<file path="src/rtl/video_timing_gen_if.sv">
// video_if: registered pixel/sync bus from the timing generator to the TMDS encoder
interface video_if;
  logic [7:0]  red;
  logic [7:0]  green;
  logic [7:0]  blue;
  logic        hsync;
  logic        vsync;
  logic        de;
  logic [3:0]  ctrl;
  logic [11:0] x;
  logic [11:0] y;
  logic        frame_start;
  modport master (output red, green, blue, hsync, vsync, de, ctrl, x, y, frame_start);
  modport slave  (input  red, green, blue, hsync, vsync, de, ctrl, x, y, frame_start);
endinterface

</file>
<file path="src/rtl/video_timing_gen.sv">
// video_timing_gen: raster timing plus selectable test pattern, all outputs registered and aligned
module video_timing_gen #(
  parameter int H_ACTIVE  = 640,
  parameter int H_FP      = 16,
  parameter int H_SYNC    = 96,
  parameter int H_BP      = 48,
  parameter int V_ACTIVE  = 480,
  parameter int V_FP      = 10,
  parameter int V_SYNC    = 2,
  parameter int V_BP      = 33,
  parameter bit HSYNC_POL = 1'b0,
  parameter bit VSYNC_POL = 1'b0
) (
  input  logic        i_pixclk,
  input  logic        i_reset_n,
  input  logic [1:0]  i_pattern,
  input  logic [23:0] i_solid_rgb,
  video_if.master     vid_o
);
  localparam logic [11:0] HA  = 12'(H_ACTIVE);
  localparam logic [11:0] HS0 = 12'(H_ACTIVE + H_FP);
  localparam logic [11:0] HS1 = 12'(H_ACTIVE + H_FP + H_SYNC);
  localparam logic [11:0] HT1 = 12'(H_ACTIVE + H_FP + H_SYNC + H_BP - 1);
  localparam logic [11:0] VA  = 12'(V_ACTIVE);
  localparam logic [11:0] VS0 = 12'(V_ACTIVE + V_FP);
  localparam logic [11:0] VS1 = 12'(V_ACTIVE + V_FP + V_SYNC);
  localparam logic [11:0] VT1 = 12'(V_ACTIVE + V_FP + V_SYNC + V_BP - 1);
  localparam logic [11:0] BW1 = 12'(H_ACTIVE / 8 - 1);
  logic [11:0] h_q, h_d, v_q, v_d, bar_cnt_q, bar_cnt_d, x_q, y_q;
  logic [2:0]  bar_idx_q, bar_idx_d;
  logic [7:0]  frame_q, frame_d;
  logic [1:0]  pat_q, pat_d;
  logic [23:0] bar_rgb, rgb_d, rgb_q;
  logic        h_wrap, v_wrap, fs, de, hs_d, vs_d;
  logic        de_q, hs_q, vs_q, fs_q;
  // Next raster position, frame count, frame-latched pattern and bar tracking (bar counter avoids a divider)
  always_comb begin
    h_wrap    = h_q == HT1;
    v_wrap    = v_q == VT1;
    h_d       = h_wrap ? '0 : h_q + 12'd1;
    v_d       = h_wrap ? (v_wrap ? '0 : v_q + 12'd1) : v_q;
    frame_d   = (h_wrap && v_wrap) ? frame_q + 8'd1 : frame_q;
    fs        = h_q == '0 && v_q == '0;
    pat_d     = fs ? i_pattern : pat_q;
    bar_cnt_d = (h_wrap || bar_cnt_q == BW1) ? '0 : bar_cnt_q + 12'd1;
    bar_idx_d = h_wrap ? '0 : (bar_cnt_q == BW1 ? bar_idx_q + 3'd1 : bar_idx_q);
  end
  // Decode of the position held now; pixel (0,0) already uses the newly latched pattern
  always_comb begin
    de      = h_q < HA && v_q < VA;
    hs_d    = (h_q >= HS0 && h_q < HS1) ? HSYNC_POL : ~HSYNC_POL;
    vs_d    = (v_q >= VS0 && v_q < VS1) ? VSYNC_POL : ~VSYNC_POL;
    bar_rgb = {{8{~bar_idx_q[1]}}, {8{~bar_idx_q[2]}}, {8{~bar_idx_q[0]}}};
    rgb_d   = !de ? '0 :
              pat_d == 2'd0 ? bar_rgb :
              pat_d == 2'd1 ? {h_q[7:0], v_q[7:0], frame_q} :
              pat_d == 2'd2 ? {24{~(h_q[5] ^ v_q[5])}} : i_solid_rgb;
  end
  // Counters advance and every output registers on the same edge
  always_ff @(posedge i_pixclk) begin
    if (!i_reset_n) begin
      h_q       <= '0;
      v_q       <= '0;
      bar_cnt_q <= '0;
      bar_idx_q <= '0;
      frame_q   <= '0;
      pat_q     <= '0;
      rgb_q     <= '0;
      de_q      <= 1'b0;
      hs_q      <= ~HSYNC_POL;
      vs_q      <= ~VSYNC_POL;
      fs_q      <= 1'b0;
      x_q       <= '0;
      y_q       <= '0;
    end else begin
      h_q       <= h_d;
      v_q       <= v_d;
      bar_cnt_q <= bar_cnt_d;
      bar_idx_q <= bar_idx_d;
      frame_q   <= frame_d;
      pat_q     <= pat_d;
      rgb_q     <= rgb_d;
      de_q      <= de;
      hs_q      <= hs_d;
      vs_q      <= vs_d;
      fs_q      <= fs;
      x_q       <= de ? h_q : '0;
      y_q       <= de ? v_q : '0;
    end
  end
  assign vid_o.red         = rgb_q[23:16];
  assign vid_o.green       = rgb_q[15:8];
  assign vid_o.blue        = rgb_q[7:0];
  assign vid_o.de          = de_q;
  assign vid_o.hsync       = hs_q;
  assign vid_o.vsync       = vs_q;
  assign vid_o.frame_start = fs_q;
  assign vid_o.x           = x_q;
  assign vid_o.y           = y_q;
  assign vid_o.ctrl        = 4'b0000;
endmodule

</file>
<file path="src/flat_wrapper.sv">
// flat-port wrapper written by rule: the top's interface ports become plain ports
module video_timing_gen_flat 
#(
  parameter int H_ACTIVE  = 640,
  parameter int H_FP      = 16,
  parameter int H_SYNC    = 96,
  parameter int H_BP      = 48,
  parameter int V_ACTIVE  = 480,
  parameter int V_FP      = 10,
  parameter int V_SYNC    = 2,
  parameter int V_BP      = 33,
  parameter bit HSYNC_POL = 1'b0,
  parameter bit VSYNC_POL = 1'b0
)
  (i_pixclk, i_reset_n, i_pattern, i_solid_rgb, vid_o_red, vid_o_green, vid_o_blue, vid_o_hsync, vid_o_vsync, vid_o_de, vid_o_ctrl, vid_o_x, vid_o_y, vid_o_frame_start);
  video_if vid_o_i ();
  input  logic i_pixclk;
  input  logic i_reset_n;
  input  logic [1:0] i_pattern;
  input  logic [23:0] i_solid_rgb;
  output wire logic [$bits(vid_o_i.red)-1:0] vid_o_red;
  output wire logic [$bits(vid_o_i.green)-1:0] vid_o_green;
  output wire logic [$bits(vid_o_i.blue)-1:0] vid_o_blue;
  output wire logic [$bits(vid_o_i.hsync)-1:0] vid_o_hsync;
  output wire logic [$bits(vid_o_i.vsync)-1:0] vid_o_vsync;
  output wire logic [$bits(vid_o_i.de)-1:0] vid_o_de;
  output wire logic [$bits(vid_o_i.ctrl)-1:0] vid_o_ctrl;
  output wire logic [$bits(vid_o_i.x)-1:0] vid_o_x;
  output wire logic [$bits(vid_o_i.y)-1:0] vid_o_y;
  output wire logic [$bits(vid_o_i.frame_start)-1:0] vid_o_frame_start;
  assign vid_o_red = vid_o_i.red;
  assign vid_o_green = vid_o_i.green;
  assign vid_o_blue = vid_o_i.blue;
  assign vid_o_hsync = vid_o_i.hsync;
  assign vid_o_vsync = vid_o_i.vsync;
  assign vid_o_de = vid_o_i.de;
  assign vid_o_ctrl = vid_o_i.ctrl;
  assign vid_o_x = vid_o_i.x;
  assign vid_o_y = vid_o_i.y;
  assign vid_o_frame_start = vid_o_i.frame_start;
  video_timing_gen #(.H_ACTIVE(H_ACTIVE), .H_FP(H_FP), .H_SYNC(H_SYNC), .H_BP(H_BP), .V_ACTIVE(V_ACTIVE), .V_FP(V_FP), .V_SYNC(V_SYNC), .V_BP(V_BP), .HSYNC_POL(HSYNC_POL), .VSYNC_POL(VSYNC_POL)) u_core (.i_pixclk(i_pixclk), .i_reset_n(i_reset_n), .i_pattern(i_pattern), .i_solid_rgb(i_solid_rgb), .vid_o(vid_o_i));
endmodule
</file>
<file path="config.mk">
export PLATFORM = sky130hd
export DESIGN_NAME = video_timing_gen_flat
export DESIGN_NICKNAME = d
export VERILOG_FILES = /design/src/rtl/video_timing_gen_if.sv /design/src/rtl/video_timing_gen.sv /design/src/flat_wrapper.sv
export SDC_FILE = /design/constraint.sdc
export NUM_CORES = 1
export LEC_CHECK = 0
export ABC_CLOCK_PERIOD_IN_PS = 3500
export BUFFER_PORTS_ARGS = -buffer_cell sky130_fd_sc_hd__buf_2
export CAP_MARGIN = 10
export CORE_ASPECT_RATIO = 0.8
export CORE_MARGIN = 8
export CORE_UTILIZATION = 45
export DETAILED_ROUTE_END_ITERATION = 7
export MAX_ROUTING_LAYER = met4
export PLACE_DENSITY = 0.68
export SYNTH_ARGS = -nofsm -noshare
export SYNTH_HDL_FRONTEND = slang
export SYNTH_SLANG_ARGS = --single-unit
</file>
<file path="constraint.sdc">
create_clock -name i_pixclk -period 3.5 [get_ports i_pixclk]
set_input_delay 0 -clock i_pixclk [delete_from_list [all_inputs] [get_ports i_pixclk]]
set_output_delay 0 -clock i_pixclk [all_outputs]
set_load 0.05 [all_outputs]
</file>
**Yosys cells after proc, flatten, opt, wreduce, memory -nomap -nowiden**

Index checks and enable logic that the tools add are counted.

- Bits in registers: 101
- Input port bits: 28
- Logic and storage cells: 54

- Add/sub/neg operators: 5
- Magnitude comparators: 6
- Equality and inequality tests: 5
- Mux-type cells: 7
- Bitwise gates (word level): 6
- Reductions and logical operators: 12

Operators with widths:

| operator | count |
|---|---|
| $mux 24 | 3 |
| $add 12x1->12 const B | 3 |
| $eq 12x10->1 const B | 2 |
| $logic_not 12->1 | 2 |
| $lt 12x10->1 const B | 2 |
| $lt 12x9->1 const B | 2 |
| $eq 12x7->1 const B | 1 |
| $ge 12x10->1 const B | 1 |
| $ge 12x9->1 const B | 1 |
| $mux 12 | 1 |
| $add 8x1->8 const B | 1 |
| $logic_and 1x1->1 | 5 |
| $not 1->1 | 5 |
| $reduce_or 2->1 | 2 |
| $add 3x1->3 const B | 1 |
| $eq 2x1->1 const B | 1 |
| $eq 2x2->1 const B | 1 |
| $logic_not 2->1 | 1 |
| $mux 1 | 2 |
| $mux 2 | 1 |
| $reduce_and 2->1 | 1 |
| $logic_or 1x1->1 | 1 |
| $xor 1x1->1 | 1 |

**Logic depth before layout (Yosys ltp)**

- Depth after elaboration: 7
- Mapped depth: 10
- Depth with buffers taken out: 8

**Worst setup path after synthesis**

No wires, ideal clock.

- Path type: reg2reg
- From: reg u_core.h_q[5]
- To: reg u_core.v_q[4]
- Library setup time: 0.115 ns
- Data arrival time: 2.375 ns
- Data required time: 3.385 ns
- Slack: 1.010 ns
- Stages on the path, launching flop included: 9
- Path buffers: 3
- Cell sequence: dfxtp_1 buf_6 or4_4 or4_1 buf_2 nor4_4 nand2b_1 buf_4 nor2_1

- Word-level cells in the longest chain between the ends: 1

RTL lines:

| element | line | RTL |
|---|---|---|
| start: declaration | video_timing_gen.sv:29 | `logic [11:0] h_q, h_d, v_q, v_d, bar_cnt_q, bar_cnt_d, x_q, y_q;` |
| start signal: assignment | video_timing_gen.sv:62 | `h_q <= '0;` |
| start signal: assignment | video_timing_gen.sv:76 | `h_q <= h_d;` |
| $eq 12x10->1 | video_timing_gen.sv:38 | `h_wrap = h_q == HT1;` |
| end signal: assignment | video_timing_gen.sv:77 | `v_q <= v_d;` |
| end: declaration | video_timing_gen.sv:29 |  |

Every way passes these cells.
A chain may end at the register's enable or synchronous reset.

**Worst setup path after layout**

- From: reg u_core.h_q[5]
- To: reg u_core.v_q[9]

The elaborated chain is that of the path after synthesis.

==> reports/qor.csv <==
metric;value;unit
xor and xnor area share after synthesis;8.36;%
worst reg2reg setup slack;0.55;ns
Routed Antenna Nets;0;
dominant synthesized flop cell;dfxtp_1;
CTS Buffer Depth;2;
core area;8920;um2
# setup viols final;0;
CTS sink cnt;101;
number of flops mapped to enable cells by yosys;0;
wire per inst;14.7;um
post-synth cell types;46;
Initial DRC Count;283;
Reg2Reg Depth;5;
CP endpoint;u_core.v_q[9]$_SDFFE_PN0P_;
CTS buffer count;9;
Max FO, Critical Path;12;
actual slew at the worst max-slew pin;0.981;ns
fin nets;568;
Cell Area, Synth;4080;um2
vias in the first global route;3350;
DP HPWL;6980;um
Crit Path Class;reg2reg;
Avg Vias per Cell;5.09;
critical path arrival;3.16;ns
Die H;101;um
P_leak;2.16;nW
die area;12400;um2
Ports;84;
Simple-Gate Fraction of Synth Area;23.6;%
status;finished with violations;
CTS H-Tree Depth;3;
crit end category;register;
FF-to-FF End;u_core.v_q[9]$_SDFFE_PN0P_;
synthesized flop and latch total;101;
sequential share of the synthesized area;49.5;%
initial antenna violation count;0;
Non-Filler Instances;653;
post-synthesis mux area share;2.51;%
Inserted Diodes;0;
clock period minus worst slack;2.95;ns
period utilization;84.2;%
area growth from synthesis to layout;24.3;%
Async SR Flop Fraction;0;%
largest family of logic cells by synthesized area;simple AND/OR/NAND/NOR gates;
Final Slew Violations;0;
Worst-path clk slew;0.07;ns
TritonCTS clock tree;done;
Ys Warns;0;
Overall Global Routing Usage;16.9;%
syn avg cell area;9.37;um2
routed wire length;9610;um
post-route core utilization;56.9;%
Skew-Pair Late Insertion Delay;0.34;ns
origin of the critical flop-to-flop path;u_core.h_q[5]$_SDFF_PP0_;
die width;123;um
RSZ-0062 raised after global routing;false;
share of post-route cells with drive strength above 1;20.3;%
WHS;-0.000709;ns
synthesized-area fraction occupied by adder cells;2.14;%
# fillers;806;
Residual DRC;0;
drt first pass iters;4;
final hold viol count;1;
Inst Count DP;613;
PD cells;524;nW/um2
clock root buffer;clkbuf_16;
pin count of the biggest net entering global routing;21;
Placer Congestion;0.890;
Worst VDD drop;0.327;mV
Slew HR;34.6;%
Crit. Startpoint;u_core.h_q[5]$_SDFF_PP0_;
violated checks;hold timing;
worst-case clock skew;0.00936;ns
gr ovfl total;0;
fraction of the mapped netlist area in compound gates;9.10;%
worst path required time;3.71;ns
Post-CTS Setup Bufs;0;
PortBufs;79;
HP Class;in2reg;
vias;3324;
max-capacitance violation count;0;
first-pass GRT wire length;16300;um
critical path startpoint category;register;
Rows;31;
Max Clk Rate;339;MHz
Gate Count Post-Synth;436;
Initial Util;45.8;%
setup_tns;0;ns
cells in the final DEF (no fill, tap or decap), drive strengths merged, types with 19 or more instances in the layout:
cell | synthesis | routed
nor2 | 63 | 63
xor2 | 22 | 22
dlygate4sd3 | 0 | 24
nand2 | 27 | 27
dfxtp | 101 | 101
a221o | 20 | 20
nand3 | 19 | 19
buf | 14 | 84
routing by layer:
layer | track usage [%] | part of all wire [%]
met1 | 22.0 | 48
met2 | 24.4 | 42
met3 | 4.51 | 8.7
met4 | 6.73 | 0.93
met5 | - | 0
critical path: stages (launching register included):
cell and delay (ns):
dfxtp_1 0.40, or4_4 0.53, or4_1 0.67, nor4_4 0.60, nand2b_1 0.48, o31ai_1 0.13
worst min path at each step:
stage | cells past startpoint | from | end | slack [ns]
after floorplan | 1 | i_solid_rgb[0] | u_core.rgb_q[0]$_SDFF_PN0_ | 0.14
after global placement | 2 | i_solid_rgb[19] | u_core.rgb_q[19]$_SDFF_PN0_ | 0.23
after detailed placement | 2 | i_solid_rgb[9] | u_core.rgb_q[9]$_SDFF_PN0_ | 0.23
after CTS | 3 | i_solid_rgb[20] | u_core.rgb_q[20]$_SDFF_PN0_ | 0.006
after global routing | 4 | i_solid_rgb[5] | u_core.rgb_q[5]$_SDFF_PN0_ | 0.05
final | 3 | i_solid_rgb[20] | u_core.rgb_q[20]$_SDFF_PN0_ | -0.0007
power breakdown:
| group | internal [mW] | switching [mW] |
|---|---|---|
| sequential | 1.21 | 0.0257 |
| combinational | 0.136 | 0.326 |
| clock | 0.501 | 0.460 |
layout make-up:
type                       instances  area, um2  area share, %
timing repair buffer             108        673           13.3
sequential                       101       2020           39.8
clock buffer                       9        225           4.44
inverter                          12       45.0          0.888
multi-input combinational        301       1900           37.5
clock inverter                     7       65.1           1.28
tap                              115        144           2.84
synthesized netlist by cell type (3+ instances only):
master / n / area share (%)
o21ai_0: 7 / 0.86
or3_1: 3 / 0.46
xnor2_1: 17 / 3.6
and2_1: 17 / 2.6
buf_4: 5 / 0.92
nor4_1: 5 / 0.77
clkbuf_1: 16 / 1.5
nand3_1: 19 / 2.3
nor2_1: 63 / 5.8
nor3_1: 10 / 1.2
mux2i_1: 8 / 2.0
ha_1: 7 / 2.1
xor2_1: 22 / 4.7
a21oi_1: 13 / 1.6
and3_1: 9 / 1.4
nand3b_1: 4 / 0.74
nand2_1: 27 / 2.5
inv_1: 12 / 1.1
buf_2: 6 / 0.74
nand4_1: 11 / 1.7
dfxtp_1: 101 / 50
nand2b_1: 4 / 0.61
a221o_1: 20 / 4.9
state kept, by name (all words and copies together), names as in the netlist, 2 cells and up:
name and cells:
u_core.v_q 12, u_core.frame_q 8, u_core.pat_q 2, u_core.rgb_q 24
u_core.vid_o.y 12, u_core.bar_idx_q 3, u_core.bar_cnt_q 12, u_core.vid_o.x 12
u_core.h_q 12
stage by stage:
| stage | power (mW) | setup WS (ns) | cell area [um2] | hold WS (ns) |
|---|---|---|---|---|
| global route | 2.78 | 0.356 | 5070 | 0.0511 |
| detailed placement | 1.70 | 0.596 | 4540 | 0.226 |
| CTS | 2.69 | 0.572 | 5070 | 0.00644 |
| floorplan | 1.60 | 1.01 | 4110 | 0.139 |
| global placement | 1.70 | 0.644 | 4540 | 0.234 |
| finish | 2.66 | 0.552 | 5070 | -0.000709 |
logic make-up (layout without fill, tap and decap cells):
logic type | Yosys count | count (layout)
AOI/OAI and AO/OA | 49 | 49
xor gates and xnor gates | 39 | 39
adders and majority gates | 7 | 7
buffers and inverters | 42 | 136
DFF | 101 | 101
muxes | 10 | 10
other | 1 | 9
and+or+nand+nor | 187 | 187
what timing repair did:
item | CTS | global route
endpoints found under the hold margin | 25 | 0
resized for setup | 0 | 0
setup endpoints to repair | 0 | 0
hold buffers | 24 | 0
No activity file was read; power rests on OpenSTA's default activity.
